**config.mk**
```make
export PLATFORM = sky130hd
export DESIGN_NAME = pipe_hazard_ctrl_flat
export DESIGN_NICKNAME = d
export VERILOG_FILES = /design/src/rtl/pipe_hazard_ctrl_if.sv /design/src/rtl/pipe_hazard_ctrl.sv /design/src/flat_wrapper.sv
export SDC_FILE = /design/constraint.sdc
export NUM_CORES = 1
export LEC_CHECK = 0
export ABC_AREA = 1
export BUFFER_PORTS_ARGS = -buffer_cell sky130_fd_sc_hd__buf_2
export CAP_MARGIN = 20
export CORE_ASPECT_RATIO = 1.75
export CORE_UTILIZATION = 40
export DETAILED_ROUTE_END_ITERATION = 8
export SKIP_CTS_REPAIR_TIMING = 1
export SLEW_MARGIN = 20
export SYNTH_ARGS = -nofsm -noshare
export SYNTH_HDL_FRONTEND = slang
export SYNTH_SLANG_ARGS = --single-unit
export TNS_END_PERCENT = 20
```
**constraint.sdc**
```tcl
create_clock -name clk -period 3.6 [get_ports clk]
set_clock_uncertainty 0.1 [all_clocks]
set_input_delay 0.18 -clock clk [delete_from_list [all_inputs] [get_ports clk]]
set_output_delay 0.18 -clock clk [all_outputs]
set_load 0.01 [all_outputs]
```
**src/rtl/pipe_hazard_ctrl_if.sv**
```systemverilog
// ---------------------------------------------------------------------------
// pipe_hazard_ctrl_if
// Bundles the hazard-detection inputs, the data-memory handshake and the
// pipeline-register controls exchanged between the CPU datapath and the
// stall/flush sequencer.
//   master : datapath side, drives operand/hazard info and memory status,
//            receives enables, flushes, mem_start and debug status.
//   slave  : sequencer side (pipe_hazard_ctrl).
// Parameter CNT_W sets the width of the stall_count debug counter.
// ---------------------------------------------------------------------------
interface pipe_hazard_ctrl_if #(
    parameter int CNT_W = 16
);
    logic [4:0]       ifid_rn;
    logic [4:0]       ifid_rm;
    logic             ifid_uses_rm;
    logic [4:0]       idex_rd;
    logic             idex_memread;
    logic             branch_taken;
    logic             mem_req;
    logic             mem_ready;
    logic             mem_start;
    logic             pc_en;
    logic             ifid_en;
    logic             idex_en;
    logic             exmem_en;
    logic             memwb_en;
    logic             ifid_flush;
    logic             idex_flush;
    logic             memwb_flush;
    logic             mem_error;
    logic [CNT_W-1:0] stall_count;

    modport master (
        output ifid_rn, ifid_rm, ifid_uses_rm, idex_rd, idex_memread,
               branch_taken, mem_req, mem_ready,
        input  mem_start, pc_en, ifid_en, idex_en, exmem_en, memwb_en,
               ifid_flush, idex_flush, memwb_flush, mem_error, stall_count
    );

    modport slave (
        input  ifid_rn, ifid_rm, ifid_uses_rm, idex_rd, idex_memread,
               branch_taken, mem_req, mem_ready,
        output mem_start, pc_en, ifid_en, idex_en, exmem_en, memwb_en,
               ifid_flush, idex_flush, memwb_flush, mem_error, stall_count
    );
endinterface

```
**src/rtl/pipe_hazard_ctrl.sv**
```systemverilog
// ---------------------------------------------------------------------------
// pipe_hazard_ctrl
// Stall/flush sequencer for the five-stage pipeline. Inserts a one-cycle
// bubble on load-use hazards, flushes IF_ID/ID_EX on taken branches and
// freezes the whole pipeline while a variable-latency data-memory access is
// outstanding, halting permanently (mem_error) after MEM_TIMEOUT wait cycles.
// Ports:
//   clk  : clock, all state updates on the rising edge
//   rst  : synchronous active-low reset
//   bus  : pipe_hazard_ctrl_if.slave (hazard inputs, memory handshake,
//          register enables/flushes, mem_error, stall_count)
// Enables, flushes and mem_start are combinational (Mealy); mem_error and
// stall_count are registered.
// ---------------------------------------------------------------------------
module pipe_hazard_ctrl #(
    parameter int MEM_TIMEOUT = 255,
    parameter int CNT_W       = 16
) (
    input  logic               clk,
    input  logic               rst,
    pipe_hazard_ctrl_if.slave  bus
);
    localparam logic [1:0] ST_RUN  = 2'd0;
    localparam logic [1:0] ST_WAIT = 2'd1;
    localparam logic [1:0] ST_HALT = 2'd2;

    localparam logic [8:0] TIMEOUT_L = 9'(MEM_TIMEOUT);
    localparam logic [CNT_W-1:0] CNT_MAX = {CNT_W{1'b1}};

    logic [1:0]       state_q, state_d;
    logic [7:0]       wait_cnt_q, wait_cnt_d;
    logic             mem_error_q, mem_error_d;
    logic [CNT_W-1:0] stall_count_q, stall_count_d;

    logic load_use;
    logic freeze;
    logic mem_start;
    logic pc_en, ifid_en, idex_en, exmem_en, memwb_en;
    logic ifid_flush, idex_flush, memwb_flush;

    // Next-state logic and FREEZE decode.
    always_comb begin
        // NOTE: every signal gets a default before the case so no path leaves
        // it unassigned; otherwise a latch would be inferred.
        state_d     = state_q;
        wait_cnt_d  = wait_cnt_q;
        mem_error_d = mem_error_q;
        freeze      = 1'b0;
        mem_start   = 1'b0;

        case (state_q)
            ST_RUN: begin
                mem_start = bus.mem_req;
                if (bus.mem_req && !bus.mem_ready) begin
                    freeze     = 1'b1;
                    state_d    = ST_WAIT;
                    wait_cnt_d = 8'd0;
                end
            end
            ST_WAIT: begin
                // mem_ready is checked first so it wins the race against the
                // timeout in the same cycle.
                if (bus.mem_ready) begin
                    state_d = ST_RUN;
                end else begin
                    freeze     = 1'b1;
                    wait_cnt_d = wait_cnt_q + 8'd1;
                    if (({1'b0, wait_cnt_q} + 9'd1) == TIMEOUT_L) begin
                        state_d     = ST_HALT;
                        mem_error_d = 1'b1;
                    end
                end
            end
            ST_HALT: begin
                freeze = 1'b1;
            end
            default: begin
                state_d = ST_RUN;
            end
        endcase
    end

    // Pipeline register controls: reset > FREEZE > branch > load-use > run.
    always_comb begin
        load_use = bus.idex_memread && (bus.idex_rd != 5'd31) &&
                   ((bus.idex_rd == bus.ifid_rn) ||
                    (bus.ifid_uses_rm && (bus.idex_rd == bus.ifid_rm)));

        pc_en       = 1'b1;
        ifid_en     = 1'b1;
        idex_en     = 1'b1;
        exmem_en    = 1'b1;
        memwb_en    = 1'b1;
        ifid_flush  = 1'b0;
        idex_flush  = 1'b0;
        memwb_flush = 1'b0;

        if (!rst) begin
            pc_en       = 1'b0;
            ifid_en     = 1'b0;
            idex_en     = 1'b0;
            exmem_en    = 1'b0;
            memwb_en    = 1'b0;
            ifid_flush  = 1'b1;
            idex_flush  = 1'b1;
            memwb_flush = 1'b1;
        end else if (freeze) begin
            // Upstream stages hold; writeback keeps draining bubbles.
            pc_en       = 1'b0;
            ifid_en     = 1'b0;
            idex_en     = 1'b0;
            exmem_en    = 1'b0;
            memwb_flush = 1'b1;
        end else if (bus.branch_taken) begin
            ifid_flush = 1'b1;
            idex_flush = 1'b1;
        end else if (load_use) begin
            // ID_EX stays enabled so the bubble is actually loaded.
            pc_en      = 1'b0;
            ifid_en    = 1'b0;
            idex_flush = 1'b1;
        end

        stall_count_d = stall_count_q;
        if (!pc_en && (stall_count_q != CNT_MAX)) begin
            stall_count_d = stall_count_q + 1'b1;
        end
    end

    always_ff @(posedge clk) begin
        // NOTE: non-blocking assignments keep every flop sampling the values
        // from before this edge, independent of statement order.
        if (!rst) begin
            state_q       <= ST_RUN;
            wait_cnt_q    <= 8'd0;
            mem_error_q   <= 1'b0;
            stall_count_q <= '0;
        end else begin
            state_q       <= state_d;
            wait_cnt_q    <= wait_cnt_d;
            mem_error_q   <= mem_error_d;
            stall_count_q <= stall_count_d;
        end
    end

    assign bus.mem_start   = rst && mem_start;
    assign bus.pc_en       = pc_en;
    assign bus.ifid_en     = ifid_en;
    assign bus.idex_en     = idex_en;
    assign bus.exmem_en    = exmem_en;
    assign bus.memwb_en    = memwb_en;
    assign bus.ifid_flush  = ifid_flush;
    assign bus.idex_flush  = idex_flush;
    assign bus.memwb_flush = memwb_flush;
    assign bus.mem_error   = mem_error_q;
    assign bus.stall_count = stall_count_q;
endmodule

```
**src/flat_wrapper.sv**
```systemverilog
// flat-port wrapper written by rule: the top's interface ports become plain ports
module pipe_hazard_ctrl_flat 
#(
    parameter int MEM_TIMEOUT = 255,
    parameter int CNT_W       = 16
)
  (clk, rst, bus_ifid_rn, bus_ifid_rm, bus_ifid_uses_rm, bus_idex_rd, bus_idex_memread, bus_branch_taken, bus_mem_req, bus_mem_ready, bus_mem_start, bus_pc_en, bus_ifid_en, bus_idex_en, bus_exmem_en, bus_memwb_en, bus_ifid_flush, bus_idex_flush, bus_memwb_flush, bus_mem_error, bus_stall_count);
  pipe_hazard_ctrl_if #(.CNT_W(CNT_W)) bus_i ();
  input  logic clk;
  input  logic rst;
  input wire logic [$bits(bus_i.ifid_rn)-1:0] bus_ifid_rn;
  input wire logic [$bits(bus_i.ifid_rm)-1:0] bus_ifid_rm;
  input wire logic [$bits(bus_i.ifid_uses_rm)-1:0] bus_ifid_uses_rm;
  input wire logic [$bits(bus_i.idex_rd)-1:0] bus_idex_rd;
  input wire logic [$bits(bus_i.idex_memread)-1:0] bus_idex_memread;
  input wire logic [$bits(bus_i.branch_taken)-1:0] bus_branch_taken;
  input wire logic [$bits(bus_i.mem_req)-1:0] bus_mem_req;
  input wire logic [$bits(bus_i.mem_ready)-1:0] bus_mem_ready;
  output wire logic [$bits(bus_i.mem_start)-1:0] bus_mem_start;
  output wire logic [$bits(bus_i.pc_en)-1:0] bus_pc_en;
  output wire logic [$bits(bus_i.ifid_en)-1:0] bus_ifid_en;
  output wire logic [$bits(bus_i.idex_en)-1:0] bus_idex_en;
  output wire logic [$bits(bus_i.exmem_en)-1:0] bus_exmem_en;
  output wire logic [$bits(bus_i.memwb_en)-1:0] bus_memwb_en;
  output wire logic [$bits(bus_i.ifid_flush)-1:0] bus_ifid_flush;
  output wire logic [$bits(bus_i.idex_flush)-1:0] bus_idex_flush;
  output wire logic [$bits(bus_i.memwb_flush)-1:0] bus_memwb_flush;
  output wire logic [$bits(bus_i.mem_error)-1:0] bus_mem_error;
  output wire logic [$bits(bus_i.stall_count)-1:0] bus_stall_count;
  assign bus_i.ifid_rn = bus_ifid_rn;
  assign bus_i.ifid_rm = bus_ifid_rm;
  assign bus_i.ifid_uses_rm = bus_ifid_uses_rm;
  assign bus_i.idex_rd = bus_idex_rd;
  assign bus_i.idex_memread = bus_idex_memread;
  assign bus_i.branch_taken = bus_branch_taken;
  assign bus_i.mem_req = bus_mem_req;
  assign bus_i.mem_ready = bus_mem_ready;
  assign bus_mem_start = bus_i.mem_start;
  assign bus_pc_en = bus_i.pc_en;
  assign bus_ifid_en = bus_i.ifid_en;
  assign bus_idex_en = bus_i.idex_en;
  assign bus_exmem_en = bus_i.exmem_en;
  assign bus_memwb_en = bus_i.memwb_en;
  assign bus_ifid_flush = bus_i.ifid_flush;
  assign bus_idex_flush = bus_i.idex_flush;
  assign bus_memwb_flush = bus_i.memwb_flush;
  assign bus_mem_error = bus_i.mem_error;
  assign bus_stall_count = bus_i.stall_count;
  pipe_hazard_ctrl #(.MEM_TIMEOUT(MEM_TIMEOUT), .CNT_W(CNT_W)) u_core (.clk(clk), .rst(rst), .bus(bus_i));
endmodule
```
## Word level (Yosys, flattened, before mapping)

Cells that the tools add are included.
W data, S select, Z words.

| word-level totals | value |
|---|---|
| bits in registers | 27 |
| bits of input ports | 22 |

| operators by class | value |
|---|---|
| $add $sub $neg | 3 |
| equality and inequality tests | 10 |
| muxes and demuxes | 27 |
| bitwise logic cells | 2 |
| reductions and logical operators | 14 |

Operator list:

| cell | count |
|---|---|
| $mux W1 | 19 |
| $add A16 B1 Y16 const B | 1 |
| $mux W8 | 2 |
| $ne A16 B16 Y1 const B | 1 |
| $pmux W8 S2 | 1 |
| $eq A5 B5 Y1 | 2 |
| $add A8 B1 Y9 const B | 1 |
| $eq A9 B8 Y1 const B | 1 |
| $reduce_and A3 Y1 | 3 |
| $add A8 B1 Y8 const B | 1 |
| $logic_and A1 B1 Y1 | 6 |
| $mux W2 | 3 |
| $pmux W2 S3 | 1 |
| $ne A5 B5 Y1 const B | 1 |
| $ne A3 B2 Y1 const B | 1 |
| $pmux W1 S3 | 1 |
| $eq A2 B1 Y1 const B | 1 |
| $eq A2 B2 Y1 const B | 1 |
| $logic_not A1 Y1 | 2 |
| $logic_not A2 Y1 | 1 |
| $ne A2 B1 Y1 const B | 1 |
| $ne A2 B2 Y1 const B | 1 |
| $not A1 Y1 | 2 |
| $reduce_bool A2 Y1 | 1 |
| $logic_or A1 B1 Y1 | 1 |

## Logic depth before layout (Yosys ltp)

Gate-level depths: netlist of run 1.

| depth | value |
|---|---|
| depth in word-level cells | 10 |
| gate-level depth with buffers | 12 |

## Least setup slack after synthesis of run 1

OpenSTA, ideal clock, no wires.

| timing path | value |
|---|---|
| kind | flip-flop to flip-flop |
| start | register u_core.stall_count_q[0] (netlist: u_core.bus.stall_count[0]) |
| end | register u_core.stall_count_q[0] (netlist: u_core.bus.stall_count[0]) |
| library setup time | 0.115 ns |
| arrival | 1.651 ns |
| slack | 1.734 ns |
| stages on the path, launching flop included | 10 |
| buffers on the path | 1 |
| path through | dfxtp_1 > ha_1 > nand3_2 > nor3_4 > nand2_2 > nor2_4 > nand3_4 > buf_2 > a21oi_1 > nor2_1 |

| between the ends | value |
|---|---|
| word-level cells in the longest chain between the ends | 2 |
| elaborated cells on any way between the ends | 3 |

Ends and longest elaborated chain:

| element | RTL line | RTL |
|---|---|---|
| start: declaration | pipe_hazard_ctrl.sv:33 | `logic [CNT_W-1:0] stall_count_q, stall_count_d;` |
| start signal: assignment | pipe_hazard_ctrl.sv:142 | `stall_count_q <= stall_count_d;` |
| parallel branches: the longest is 2 deep, another holds $add A16 B1 Y16 | n/a |  |

Several ways; the timed one is not identified.
A chain may end at the register's enable or synchronous reset.

## Final worst setup path of run 1

| timing path | value |
|---|---|
| start | register u_core.state_q[0] |
| end | output port bus_pc_en |

| between the ends | value |
|---|---|
| word-level cells in the longest chain between the ends | 4 |
| elaborated cells on any way between the ends | 6 |

Ends and longest elaborated chain:

| element | RTL line | RTL |
|---|---|---|
| start: declaration | pipe_hazard_ctrl.sv:30 | `logic [1:0] state_q, state_d;` |
| start signal: assignment | pipe_hazard_ctrl.sv:139 | `state_q <= state_d;` |
| $eq A2 B2 Y1 (tied with other cells) | pipe_hazard_ctrl.sv:51 | `case (state_q)` |
| $pmux W1 S3 * | pipe_hazard_ctrl.sv:51 |  |
| $mux W1 * | pipe_hazard_ctrl.sv:107 | `end else if (freeze) begin` |
| $mux W1 * | pipe_hazard_ctrl.sv:98 | `if (!rst) begin` |
| end: declaration | flat_wrapper.sv:20 | `output wire logic [$bits(bus_i.pc_en)-1:0] bus_pc_en;` |

Every way passes the cells marked *; elsewhere a longest branch is shown, timed or not.

==> metrics.txt, run 1 <==
# TYPE chip_impl_metric gauge
chip_impl_metric{name="htreeDepth",unit=""} 1
chip_impl_info{name="setup.worst_path.class",value="register to primary output"} 1
chip_impl_metric{name="synth_enable_flop_cells",unit=""} 0
chip_impl_metric{name="number_of_storage_elements_in_the_synthesis_netlist",unit=""} 27
chip_impl_metric{name="placed_wire_length_estimate_after_detailed_placement",unit="µm"} 3412
chip_impl_metric{name="cts_max_path_buffers",unit=""} 2
chip_impl_metric{name="synth.yosys.warnings",unit=""} 0
chip_impl_metric{name="final_antenna_net_count",unit=""} 0
chip_impl_metric{name="placedInstanceArea",unit="mm²"} 0.002047
chip_impl_metric{name="worst_ir_drop_vdd",unit="mV"} 0.1830
chip_impl_metric{name="row_count",unit=""} 31
chip_impl_metric{name="syn_inst",unit=""} 278
chip_impl_info{name="worst_path_max_delay_cell",value="sky130_fd_sc_hd__o21ai_1"} 1
chip_impl_metric{name="design.portCount",unit=""} 48
chip_impl_metric{name="syn_avg_cell_area",unit="µm²"} 6.468
chip_impl_metric{name="final.hold.worst_slack",unit="ns"} 0.1003
chip_impl_metric{name="syn2layout_area_growth",unit="%"} 16.56
chip_impl_info{name="min-delay-path-class",value="input pin to register"} 1
chip_impl_metric{name="layout.nets",unit=""} 347
chip_impl_metric{name="slowest_delay",unit="ns"} 0.58
chip_impl_info{name="setup.worst_path.end_class",value="primary output"} 1
chip_impl_info{name="cp_cell_sequence",value="o21ai_1 -> nand2_1 -> nor2_1 -> nand2_2 -> inv_1 -> buf_2"} 1
chip_impl_metric{name="final_area",unit="mm²"} 0.002096
chip_impl_info{name="synth_top_cells_by_count",value="sky130_fd_sc_hd__nand2_1, sky130_fd_sc_hd__inv_1, sky130_fd_sc_hd__nand3_1"} 1
chip_impl_info{name="synthDominantAreaCellType",value="sky130_fd_sc_hd__dfxtp_1"} 1
chip_impl_metric{name="initialDrtViolationCount",unit=""} 38
chip_impl_metric{name="die_h",unit="µm"} 90.69
chip_impl_info{name="synth_ff_type",value="sky130_fd_sc_hd__dfxtp_1"} 1
chip_impl_metric{name="core",unit="mm²"} 0.004228
chip_impl_metric{name="layout_min_cycle_time",unit="ns"} 2.502
chip_impl_info{name="post-synth-top-count-cell",value="sky130_fd_sc_hd__nand2_1"} 1
chip_impl_info{name="setup_repair_after_global_routing_missed_its_margin",value="no"} 1
chip_impl_metric{name="post-place-cells",unit=""} 366
chip_impl_metric{name="timing.critical_path.buf_inv",unit=""} 2
chip_impl_metric{name="r2r_setup_slack",unit="ns"} 1.31
chip_impl_metric{name="mappedNetlistArea",unit="mm²"} 0.001798
chip_impl_metric{name="filler_cells_inserted",unit=""} 452
chip_impl_metric{name="place.port_buffers",unit=""} 47
chip_impl_metric{name="grt_pass1_wl",unit="µm"} 7362
chip_impl_info{name="clk_root_buffer_cell",value="sky130_fd_sc_hd__clkbuf_8"} 1
chip_impl_metric{name="worst-endpoint-arrival",unit="ns"} 2.22
chip_impl_metric{name="powerDensity",unit="mW/mm²"} 273.7
chip_impl_metric{name="clk_pin_slew",unit="ns"} 0.09
chip_impl_metric{name="synth_nets",unit=""} 303
chip_impl_metric{name="globalRouteOverflowTotal",unit=""} 0
chip_impl_info{name="cts_tree",value="built"} 1
chip_impl_metric{name="finalWeightedCongestion",unit=""} 0.7955
chip_impl_info{name="startpoint_type",value="register"} 1
chip_impl_metric{name="effective_utilization_at_floorplan",unit=""} 0.4253
chip_impl_metric{name="yosysTopAreaCellShare",unit=""} 0.3006
chip_impl_metric{name="worstSkewPairLatency",unit="ns"} 0.28
chip_impl_metric{name="max_freq",unit="MHz"} 399.7
chip_impl_metric{name="synth.distinct_cells",unit=""} 30
chip_impl_metric{name="maxCapViolCount",unit=""} 0
chip_impl_metric{name="die_area",unit="mm²"} 0.004778
chip_impl_metric{name="largest_net_degree_at_the_start_of_global_routing",unit=""} 25
chip_impl_metric{name="route.detailed.vias_per_inst",unit=""} 4.900
chip_impl_metric{name="track_usage",unit=""} 0.1986
chip_impl_metric{name="layout_cells_excl_fill",unit=""} 370
chip_impl_metric{name="multiInputGateArea",unit="mm²"} 0.001056
chip_impl_metric{name="cp_max_fo",unit=""} 19
chip_impl_metric{name="async_set_or_reset_flop_fraction_in_the_synthesized_netlist",unit=""} 0
chip_impl_info{name="status",value="finished clean"} 1
chip_impl_metric{name="dieWidth",unit="µm"} 52.68
chip_impl_metric{name="worst-endpoint-required",unit="ns"} 3.32
chip_impl_metric{name="p_leak",unit="nW"} 0.9551
chip_impl_metric{name="tritoncts_num_sinks",unit=""} 27
chip_impl_metric{name="max_slew_headroom_at_the_worst_pin",unit=""} 0.5056
chip_impl_info{name="kind_of_cell_with_the_highest_combined_delay_on_the_critical_path",value="simple AND/OR/NAND/NOR gates"} 1
chip_impl_metric{name="detail_route.wirelength",unit="µm"} 4328
chip_impl_metric{name="count_of_pins_over_their_slew_limit",unit=""} 0
chip_impl_metric{name="route.detailed.drc",unit=""} 0
chip_impl_metric{name="antenna-diode-count",unit=""} 0
chip_impl_metric{name="timing_worst_slew_pin_value",unit="ns"} 0.7359
chip_impl_metric{name="drt-wirelength-per-cell",unit="µm"} 11.70
chip_impl_metric{name="timing.final.hold_violations",unit=""} 0
chip_impl_metric{name="antenna_found_initial",unit=""} 0
chip_impl_metric{name="via_count_of_the_first_global_routing_pass",unit=""} 1776
chip_impl_metric{name="dr.pass1.iters",unit=""} 4
chip_impl_metric{name="fraction_of_final_layout_cells_with_drive_strength_greater_than_1",unit=""} 0.2118
chip_impl_metric{name="final-setup-viol-count",unit=""} 0
chip_impl_metric{name="tns",unit="ns"} 0
chip_impl_metric{name="seq_area",unit="µm²"} 540.5
chip_impl_metric{name="post-route-period-util",unit=""} 0.6950
chip_impl_metric{name="seq_area_frac_synth",unit=""} 0.3006
chip_impl_info{name="synth.area.top_cells",value="sky130_fd_sc_hd__dfxtp_1, sky130_fd_sc_hd__nand2_1, sky130_fd_sc_hd__nand3_1"} 1
chip_impl_metric{name="vias",unit=""} 1813
chip_impl_metric{name="cts_made_buffers",unit=""} 3
==> cells in the final DEF (no fill, tap or decap), types with 3 or more instances in the layout <==
| master | count |
|---|---|
| sky130_fd_sc_hd__dfxtp_1 | 27 |
| sky130_fd_sc_hd__clkbuf_8 | 3 |
| sky130_fd_sc_hd__xor2_1 | 13 |
| sky130_fd_sc_hd__nand4_1 | 3 |
| sky130_fd_sc_hd__ha_1 | 3 |
| sky130_fd_sc_hd__nor2_1 | 26 |
| sky130_fd_sc_hd__nand3_1 | 32 |
| sky130_fd_sc_hd__a21oi_1 | 23 |
| sky130_fd_sc_hd__o21ai_0 | 3 |
| sky130_fd_sc_hd__nor3_1 | 6 |
| sky130_fd_sc_hd__nand2_1 | 73 |
| sky130_fd_sc_hd__buf_2 | 47 |
| sky130_fd_sc_hd__inv_2 | 6 |
| sky130_fd_sc_hd__inv_1 | 33 |
| sky130_fd_sc_hd__xnor2_1 | 7 |
==> worst register-to-register path: stages (launching register included) <==
cell,delay [ns]
sky130_fd_sc_hd__dfxtp_1,0.36
sky130_fd_sc_hd__o21ai_1,0.58
sky130_fd_sc_hd__nand2_1,0.19
sky130_fd_sc_hd__nor2_1,0.24
sky130_fd_sc_hd__nand2_2,0.29
sky130_fd_sc_hd__nand2_4,0.27
sky130_fd_sc_hd__nand2_1,0.07
sky130_fd_sc_hd__a21oi_1,0.12
==> cells by family after synthesis <==
| family | synth area share |
|---|---|
| compound gates | 0.09673 |
| xor+xnor | 0.09743 |
| buf+inv | 0.1120 |
| simple gates | 0.3723 |
| fa+ha+maj | 0.02088 |
| flops | 0.3006 |
==> metal layers <==
metal,track usage,share of wire
met1,0.2059,0.37
met4,0.07018,0.020
met3,0.01515,0.029
met2,0.3840,0.58
met5,0,0
==> flip-flops by register name, summed over array words and instances (netlist names) <==
signal                  count
u_core.bus.stall_count     16
u_core.wait_cnt_q           8
u_core.bus.mem_error        1
u_core.state_q              2
==> report_power, final <==
group / switching, mW / total (mW) / internal, mW
clock: 0.0987 / 0.177 / 0.0787
sequential: 0.00693 / 0.311 / 0.304
combinational: 0.0531 / 0.0858 / 0.0327
total: 0.159 / 0.574 / 0.415
==> path summary, 6_finish.rpt <==
check,end,start,cells past startpoint
worst max-delay path,bus_pc_en,u_core.state_q[0]$_SDFFE_PN0P_,6
worst min-delay path,u_core.bus.stall_count[0]$_SDFFE_PN0P_,rst,3
worst max register to register,u_core.bus.stall_count[1]$_SDFFE_PN0P_,u_core.state_q[0]$_SDFFE_PN0P_,7
worst min register to register,u_core.bus.mem_error$_SDFFE_PN0P_,u_core.bus.mem_error$_SDFFE_PN0P_,2
==> per-stage QoR <==
stage / power (mW) / util / setup slack, ns
2_1_floorplan: 0.3718 / - / 1.734
3_3_place_gp: 0.4039 / 0.4842 / 1.359
3_5_place_dp: 0.4049 / 0.4842 / 1.301
4_1_cts: 0.5841 / 0.4957 / 1.081
5_1_grt: 0.6068 / 0.4957 / 0.8301
6_report: 0.5737 / 0.4957 / 1.098
==> cell type report <==
class / instances / share of cell area
multi-input combinational: 203 / 0.5039
sequential: 27 / 0.2579
timing repair buffer: 48 / 0.1158
inverter: 39 / 0.06985
tap: 49 / 0.02925
clock buffer: 3 / 0.01970
clock inverter: 1 / 0.003582
Note: power is estimated with default switching activity, not from simulation.
==> inputs of run 2 (changes only) <==
Clock period 3.6 ns to 2.46 ns, I/O delays scaled along.
==> run 2 against run 1 <==
Net effect:
- power up 48%
- count of clock-buffer cells in the layout unchanged
- non-clock buffer count up 2
- clock power up 51%
==> metrics.txt, run 2 (same netlist as run 1, synthesis figures left out) <==
# TYPE chip_impl_metric gauge
chip_impl_metric{name="clk_pin_slew",unit="ns"} 0.10
chip_impl_metric{name="cp_max_fo",unit=""} 18
chip_impl_metric{name="track_usage",unit=""} 0.1964
chip_impl_metric{name="design.portCount",unit=""} 48
chip_impl_info{name="worst_path_max_delay_cell",value="sky130_fd_sc_hd__dfxtp_1"} 1
chip_impl_metric{name="use_met3",unit=""} 0.01852
chip_impl_metric{name="r2r_setup_slack",unit="ns"} 0.38
chip_impl_metric{name="syn2layout_area_growth",unit="%"} 17.40
chip_impl_info{name="clk_root_buffer_cell",value="sky130_fd_sc_hd__clkbuf_8"} 1
chip_impl_metric{name="layout_min_cycle_time",unit="ns"} 2.082
chip_impl_metric{name="cts_made_buffers",unit=""} 3
chip_impl_metric{name="vias",unit=""} 1838
chip_impl_metric{name="antenna-diode-count",unit=""} 0
chip_impl_metric{name="count_of_pins_over_their_slew_limit",unit=""} 0
chip_impl_metric{name="die_h",unit="µm"} 90.69
chip_impl_metric{name="tritoncts_num_sinks",unit=""} 27
chip_impl_metric{name="final-setup-viol-count",unit=""} 0
chip_impl_metric{name="cts_max_path_buffers",unit=""} 2
chip_impl_metric{name="flip_flop_count_of_the_largest_register_all_copies_and_words_added",unit=""} 16
chip_impl_metric{name="dr.pass1.iters",unit=""} 4
chip_impl_metric{name="timing_worst_slew_pin_value",unit="ns"} 0.3874
chip_impl_metric{name="timing.final.hold_violations",unit=""} 0
chip_impl_info{name="status",value="finished clean"} 1
chip_impl_metric{name="worst-endpoint-required",unit="ns"} 2.58
chip_impl_info{name="top_usage_layer",value="met2"} 1
chip_impl_metric{name="drt-wirelength-per-cell",unit="µm"} 11.85
chip_impl_metric{name="global_route.usage.met2",unit=""} 0.3713
chip_impl_metric{name="max_slew_headroom_at_the_worst_pin",unit=""} 0.7408
chip_impl_metric{name="multiInputGateArea",unit="mm²"} 0.001056
chip_impl_metric{name="die_area",unit="mm²"} 0.004778
chip_impl_info{name="setup.worst_path.class",value="register to register"} 1
chip_impl_metric{name="dieWidth",unit="µm"} 52.68
chip_impl_info{name="min-delay-path-class",value="input pin to register"} 1
chip_impl_metric{name="seq_area",unit="µm²"} 540.5
chip_impl_metric{name="p_leak",unit="nW"} 0.9650
chip_impl_metric{name="route.detailed.vias_per_inst",unit=""} 4.941
chip_impl_metric{name="final.hold.worst_slack",unit="ns"} 0.03319
chip_impl_metric{name="slowest_delay",unit="ns"} 0.43
chip_impl_metric{name="effective_utilization_at_floorplan",unit=""} 0.4253
chip_impl_info{name="setup_repair_after_global_routing_missed_its_margin",value="no"} 1
chip_impl_info{name="layout.cells.most_common_list",value="sky130_fd_sc_hd__nand2_1, sky130_fd_sc_hd__buf_2, sky130_fd_sc_hd__inv_1"} 1
chip_impl_metric{name="timing.critical_path.buf_inv",unit=""} 0
chip_impl_metric{name="post-route-period-util",unit=""} 0.8462
chip_impl_metric{name="global_route.usage.met1",unit=""} 0.2043
chip_impl_info{name="cts_tree",value="built"} 1
chip_impl_info{name="setup.worst_path.end_class",value="register"} 1
chip_impl_metric{name="fraction_of_final_layout_cells_with_drive_strength_greater_than_1",unit=""} 0.2167
chip_impl_metric{name="placed_wire_length_estimate_after_detailed_placement",unit="µm"} 3336
chip_impl_metric{name="initialDrtViolationCount",unit=""} 29
chip_impl_metric{name="layout.nets",unit=""} 349
chip_impl_info{name="startpoint_type",value="register"} 1
chip_impl_metric{name="final_area",unit="mm²"} 0.002111
chip_impl_info{name="cp_cell_sequence",value="ha_1 -> nand3_2 -> nor3_4 -> nand2_2 -> nor2_4 -> nand3_4 -> nand2_4 -> nand2_1 -> a21oi_2"} 1
chip_impl_metric{name="max_freq",unit="MHz"} 480.4
chip_impl_metric{name="htreeDepth",unit=""} 1
chip_impl_metric{name="place.port_buffers",unit=""} 47
chip_impl_metric{name="powerDensity",unit="mW/mm²"} 402.0
chip_impl_metric{name="detail_route.wirelength",unit="µm"} 4407
chip_impl_info{name="final_common_cell",value="sky130_fd_sc_hd__nand2_1"} 1
chip_impl_metric{name="row_count",unit=""} 31
chip_impl_metric{name="worst_ir_drop_vdd",unit="mV"} 0.2790
chip_impl_metric{name="antenna_found_initial",unit=""} 0
chip_impl_metric{name="maxCapViolCount",unit=""} 0
chip_impl_metric{name="worstSkewPairLatency",unit="ns"} 0.28
chip_impl_metric{name="grt_pass1_wl",unit="µm"} 7265
chip_impl_metric{name="final_antenna_net_count",unit=""} 0
chip_impl_metric{name="worst-endpoint-arrival",unit="ns"} 2.20
chip_impl_metric{name="placedInstanceArea",unit="mm²"} 0.002062
chip_impl_metric{name="via_count_of_the_first_global_routing_pass",unit=""} 1731
chip_impl_metric{name="core",unit="mm²"} 0.004228
chip_impl_metric{name="tns",unit="ns"} 0
chip_impl_metric{name="route.detailed.drc",unit=""} 0
chip_impl_metric{name="finalWeightedCongestion",unit=""} 0.8157
chip_impl_metric{name="largest_net_degree_at_the_start_of_global_routing",unit=""} 25
chip_impl_metric{name="globalRouteOverflowTotal",unit=""} 0
chip_impl_metric{name="filler_cells_inserted",unit=""} 461
chip_impl_info{name="kind_of_cell_with_the_highest_combined_delay_on_the_critical_path",value="simple AND/OR/NAND/NOR gates"} 1
run 2: cell types whose count changed in the layout (fill, tap and decap cells not counted), sizes merged:
cell  change
buf       +2
run 2: worst register-to-register path, stage by stage (launching register included):
cell	delay (ns)
sky130_fd_sc_hd__dfxtp_1	0.43
sky130_fd_sc_hd__ha_1	0.25
sky130_fd_sc_hd__nand3_2	0.14
sky130_fd_sc_hd__nor3_4	0.20
sky130_fd_sc_hd__nand2_2	0.09
sky130_fd_sc_hd__nor2_4	0.10
sky130_fd_sc_hd__nand3_4	0.21
sky130_fd_sc_hd__nand2_4	0.26
sky130_fd_sc_hd__nand2_1	0.11
sky130_fd_sc_hd__a21oi_2	0.12
run 2: path summary, 6_finish.rpt:
| kind | from | endpoint | depth (start not counted) |
|---|---|---|---|
| max reg2reg | u_core.bus.stall_count[0]$_SDFFE_PN0P_ | u_core.bus.stall_count[5]$_SDFFE_PN0P_ | 9 |
| max | u_core.bus.stall_count[0]$_SDFFE_PN0P_ | u_core.bus.stall_count[5]$_SDFFE_PN0P_ | 9 |
| min | rst | u_core.bus.stall_count[0]$_SDFFE_PN0P_ | 3 |
| min reg2reg | u_core.bus.mem_error$_SDFFE_PN0P_ | u_core.bus.mem_error$_SDFFE_PN0P_ | 2 |
run 2: metal layers:
layer	vias to the layer above	routed length, µm
li1	964	-
met1	825	1675
met2	39	2471
met3	10	140
met4	0	120
met5	-	0
run 2: area by class of cell:
type / instances / share of cell area
inverters: 39 / 0.06935
repair buffers: 50 / 0.1221
multi-input cells: 203 / 0.5003
flip-flops and latches: 27 / 0.2561
clock inverters: 1 / 0.003557
clock buffers: 3 / 0.01956
well taps: 49 / 0.02905
run 2: per-stage QoR:
step | setup slack [ns] | cells | power [mW] | util
2_1_floorplan | 0.5938 | 278 | 0.5441 | -
3_3_place_gp | 0.4746 | 368 | 0.5928 | 0.4877
3_5_place_dp | 0.4157 | 368 | 0.5936 | 0.4877
4_1_cts | 0.3585 | 372 | 0.8585 | 0.4993
5_1_grt | 0.1985 | 372 | 0.8866 | 0.4993
6_report | 0.3784 | 372 | 0.8485 | 0.4993
run 2: power breakdown:
part	total, mW	switching (mW)	leakage [nW]	internal (mW)
registers	0.454	0.00972	0.218	0.444
logic	0.127	0.0773	0.725	0.0499
clock network	0.267	0.152	0.0217	0.115
==> inputs of run 3 (changes only) <==
Settings changed: ABC_AREA 1 to 0.
Clock period 2.46 ns to 2 ns, I/O delays scaled along.
==> run 3 against run 2 <==
Net effect:
- the run now ends with setup timing left
- fmax up 0.56%
- utilization is 6.9 points higher
- power rose by 28%
- largest cell class unchanged
- critical path depth down 1
- clock power increased by 24%
- wire length down 9.0%
- largest power group unchanged
==> metrics.txt, run 3 <==
# TYPE chip_impl_metric gauge
chip_impl_metric{name="grt_pass1_wl",unit="µm"} 6672
chip_impl_metric{name="syn2layout_area_growth",unit="%"} 35.73
chip_impl_metric{name="post-route-period-util",unit=""} 1.035
chip_impl_metric{name="timing.final.hold_violations",unit=""} 0
chip_impl_info{name="setup.worst_path.class",value="register to register"} 1
chip_impl_metric{name="synth_xor_area_frac",unit=""} 0.07498
chip_impl_metric{name="synth_nets",unit=""} 220
chip_impl_metric{name="timing.final.ws_setup",unit="ns"} -0.07006
chip_impl_info{name="clk_root_buffer_cell",value="sky130_fd_sc_hd__clkbuf_8"} 1
chip_impl_metric{name="placement.setup.worst_slack",unit="ns"} -0.05289
chip_impl_metric{name="dr.pass1.iters",unit=""} 2
chip_impl_info{name="synth_top_family_by_area",value="simple AND/OR/NAND/NOR gates"} 1
chip_impl_metric{name="worst-endpoint-required",unit="ns"} 2.07
chip_impl_metric{name="combinationalPowerShare",unit=""} 0.187
chip_impl_metric{name="final-setup-viol-count",unit=""} 14
chip_impl_info{name="min-delay-path-class",value="input pin to register"} 1
chip_impl_metric{name="antenna-diode-count",unit=""} 0
chip_impl_metric{name="largest_net_degree_at_the_start_of_global_routing",unit=""} 23
chip_impl_metric{name="max_slew_headroom_at_the_worst_pin",unit=""} 0.8005
chip_impl_metric{name="syn_avg_cell_area",unit="µm²"} 8.386
chip_impl_metric{name="die_h",unit="µm"} 86.59
chip_impl_metric{name="core",unit="mm²"} 0.003904
chip_impl_metric{name="synth.area.mux_share",unit=""} 0.01224
chip_impl_metric{name="place.port_buffers",unit=""} 47
chip_impl_metric{name="yosysTopAreaCellShare",unit=""} 0.3305
chip_impl_metric{name="number_of_storage_elements_in_the_synthesis_netlist",unit=""} 27
chip_impl_info{name="status",value="complete, but fails checks"} 1
chip_impl_metric{name="dieWidth",unit="µm"} 50.34
chip_impl_info{name="failed_checks",value="setup timing"} 1
chip_impl_metric{name="finalWeightedCongestion",unit=""} 0.7926
chip_impl_metric{name="globalRouteOverflowTotal",unit=""} 0
chip_impl_metric{name="synth_simple_gate_area_frac",unit=""} 0.2816
chip_impl_metric{name="vias",unit=""} 1666
chip_impl_metric{name="pwr_total",unit="mW"} 1.089
chip_impl_metric{name="max_freq",unit="MHz"} 483.1
chip_impl_metric{name="clk_pin_slew",unit="ns"} 0.10
chip_impl_metric{name="worstSkewPairLatency",unit="ns"} 0.28
chip_impl_metric{name="effective_utilization_at_floorplan",unit=""} 0.4189
chip_impl_metric{name="route.detailed.vias_per_inst",unit=""} 5.239
chip_impl_metric{name="drt-wirelength-per-cell",unit="µm"} 12.62
chip_impl_metric{name="htreeDepth",unit=""} 1
chip_impl_info{name="final_common_cell",value="sky130_fd_sc_hd__buf_2"} 1
chip_impl_metric{name="detail_route.wirelength",unit="µm"} 4012
chip_impl_metric{name="synth_enable_flop_cells",unit=""} 0
chip_impl_metric{name="row_count",unit=""} 30
chip_impl_metric{name="placed_wire_length_estimate_after_detailed_placement",unit="µm"} 3188
chip_impl_metric{name="design.portCount",unit=""} 48
chip_impl_metric{name="p_leak",unit="nW"} 0.9138
chip_impl_metric{name="flip_flop_count_of_the_largest_register_all_copies_and_words_added",unit=""} 16
chip_impl_metric{name="final.hold.worst_slack",unit="ns"} 0.05892
chip_impl_info{name="setup.worst_path.end_class",value="register"} 1
chip_impl_metric{name="antenna_found_initial",unit=""} 0
chip_impl_metric{name="fraction_of_final_layout_cells_with_drive_strength_greater_than_1",unit=""} 0.4296
chip_impl_info{name="synth_top_cells_by_count",value="sky130_fd_sc_hd__dfxtp_1, sky130_fd_sc_hd__nand2_1, sky130_fd_sc_hd__a21oi_1"} 1
chip_impl_metric{name="tritoncts_num_sinks",unit=""} 27
chip_impl_metric{name="worst-endpoint-arrival",unit="ns"} 2.14
chip_impl_metric{name="power.switching_fraction",unit=""} 0.2777
chip_impl_info{name="post-synth-top-count-cell",value="sky130_fd_sc_hd__dfxtp_1"} 1
chip_impl_info{name="layout.cells.most_common_list",value="sky130_fd_sc_hd__buf_2, sky130_fd_sc_hd__buf_4, sky130_fd_sc_hd__dfxtp_1"} 1
chip_impl_metric{name="cp_max_fo",unit=""} 12
chip_impl_metric{name="maxCapViolCount",unit=""} 0
chip_impl_metric{name="powerDensity",unit="mW/mm²"} 490.6
chip_impl_metric{name="net-switching-power",unit="µW"} 302.4
chip_impl_metric{name="async_set_or_reset_flop_fraction_in_the_synthesized_netlist",unit=""} 0
chip_impl_metric{name="via_count_of_the_first_global_routing_pass",unit=""} 1562
chip_impl_metric{name="cts_made_buffers",unit=""} 3
chip_impl_metric{name="layout.core_utilization",unit=""} 0.5686
chip_impl_metric{name="initialDrtViolationCount",unit=""} 12
chip_impl_metric{name="power.sequential.fraction",unit=""} 0.509
chip_impl_info{name="cts_tree",value="built"} 1
chip_impl_info{name="synth.area.top_cells",value="sky130_fd_sc_hd__dfxtp_1, sky130_fd_sc_hd__xnor2_1, sky130_fd_sc_hd__a21oi_1"} 1
chip_impl_metric{name="route.detailed.drc",unit=""} 0
chip_impl_info{name="synthDominantAreaCellType",value="sky130_fd_sc_hd__dfxtp_1"} 1
chip_impl_info{name="startpoint_type",value="register"} 1
chip_impl_metric{name="intPower",unit="µW"} 786.6
chip_impl_metric{name="count_of_pins_over_their_slew_limit",unit=""} 0
chip_impl_metric{name="adder_cell_area_share_of_the_yosys_netlist",unit=""} 0.02295
chip_impl_info{name="setup_repair_after_global_routing_missed_its_margin",value="yes"} 1
chip_impl_metric{name="worst_ir_drop_vdd",unit="mV"} 0.4181
chip_impl_metric{name="synth.distinct_cells",unit=""} 46
chip_impl_metric{name="timing_worst_slew_pin_value",unit="ns"} 0.2966
chip_impl_metric{name="mappedNetlistArea",unit="mm²"} 0.001635
chip_impl_metric{name="synth.yosys.warnings",unit=""} 0
chip_impl_info{name="synth_ff_type",value="sky130_fd_sc_hd__dfxtp_1"} 1
chip_impl_metric{name="cts_max_path_buffers",unit=""} 2
chip_impl_metric{name="track_usage",unit=""} 0.1961
chip_impl_metric{name="synth-compound-area-share",unit=""} 0.2196
chip_impl_metric{name="seq_area_frac_synth",unit=""} 0.3305
chip_impl_metric{name="die_area",unit="mm²"} 0.004358
chip_impl_metric{name="syn_inst",unit=""} 195
chip_impl_metric{name="layout.nets",unit=""} 296
chip_impl_metric{name="clock_power_share",unit=""} 0.305
chip_impl_metric{name="filler_cells_inserted",unit=""} 389
chip_impl_metric{name="layout_min_cycle_time",unit="ns"} 2.070
chip_impl_metric{name="final_antenna_net_count",unit=""} 0
chip_impl_metric{name="tns",unit="ns"} -0.3973
run 3: changes by cell type after synthesis, sizes merged, moves of 6 or more:
cell / delta
inv: -32
nand2: -58
nand3: -26
nor2: -14
o21ai: +9
or3: +11
or4: +6
xor2: -11
run 3: final timing paths:
check | from | end | slack (ns) | cells after the start
max | u_core.bus.stall_count[0]$_SDFFE_PN0P_ | u_core.bus.stall_count[1]$_SDFFE_PN0P_ | -0.07 | 8
min | bus_mem_ready | u_core.state_q[0]$_SDFFE_PN0P_ | 0.06 | 3
max reg2reg | u_core.bus.stall_count[0]$_SDFFE_PN0P_ | u_core.bus.stall_count[1]$_SDFFE_PN0P_ | -0.07 | 8
min reg2reg | u_core.bus.mem_error$_SDFFE_PN0P_ | u_core.bus.mem_error$_SDFFE_PN0P_ | 0.38 | 1
run 3: kinds of logic (layout without fill, tap and decap cells):
| group | count (synthesis) | after routing |
|---|---|---|
| AO/OA/AOI/OAI | 51 | 51 |
| XOR/XNOR | 14 | 14 |
| adder cells (fa/ha/maj) | 3 | 3 |
| buffers and inverters | 16 | 91 |
| flip-flops | 27 | 27 |
| multiplexers | 2 | 2 |
| AND/OR/NAND/NOR | 82 | 82 |
run 3: power by group through the flow:
stage | Sequential, mW | Clock [mW] | Combinational, mW
3_5_place_dp | 0.567 | 0 | 0.203
3_3_place_gp | 0.567 | 0 | 0.202
2_1_floorplan | 0.574 | 0 | 0.115
6_report | 0.554 | 0.332 | 0.203
5_1_grt | 0.555 | 0.369 | 0.222
4_1_cts | 0.554 | 0.342 | 0.205
run 3: worst max-delay path, stage by stage, from the launching register on:
cell	delay [ns]
sky130_fd_sc_hd__dfxtp_4	0.37
sky130_fd_sc_hd__ha_4	0.14
sky130_fd_sc_hd__nand2_4	0.06
sky130_fd_sc_hd__or4_4	0.49
sky130_fd_sc_hd__o21a_1	0.23
sky130_fd_sc_hd__a21oi_4	0.19
sky130_fd_sc_hd__buf_12	0.15
sky130_fd_sc_hd__mux2i_1	0.18
sky130_fd_sc_hd__nor2_1	0.05
run 3: metal layers:
| layer | vias up | GRT usage | wire, µm |
|---|---|---|---|
| met2 | 20 | 0.3842 | 2207 |
| met5 | - | 0 | 0 |
| met1 | 785 | 0.2052 | 1651 |
| met4 | 0 | 0.06818 | 66 |
| met3 | 7 | 0.02456 | 87 |
| li1 | 854 | - | - |
run 3: final cells by class:
type                       count  area [µm²]  share of cell area
multi-input combinational    152        1033              0.4656
sequential                    27       555.5              0.2503
timing repair buffer          80       495.5              0.2232
tap                           48       60.06             0.02706
clock buffer                   3       41.29             0.01860
inverter                       7       26.28             0.01184
clock inverter                 1       7.507            0.003382
run 3: metrics by stage:
| step | area [µm²] | std cells |
|---|---|---|
| final | 2220 | 318 |
| after global routing | 2220 | 318 |
| after CTS | 2215 | 318 |
| after detailed placement | 2166 | 314 |
| after global placement | 2166 | 314 |
| after floorplan | 1679 | 195 |
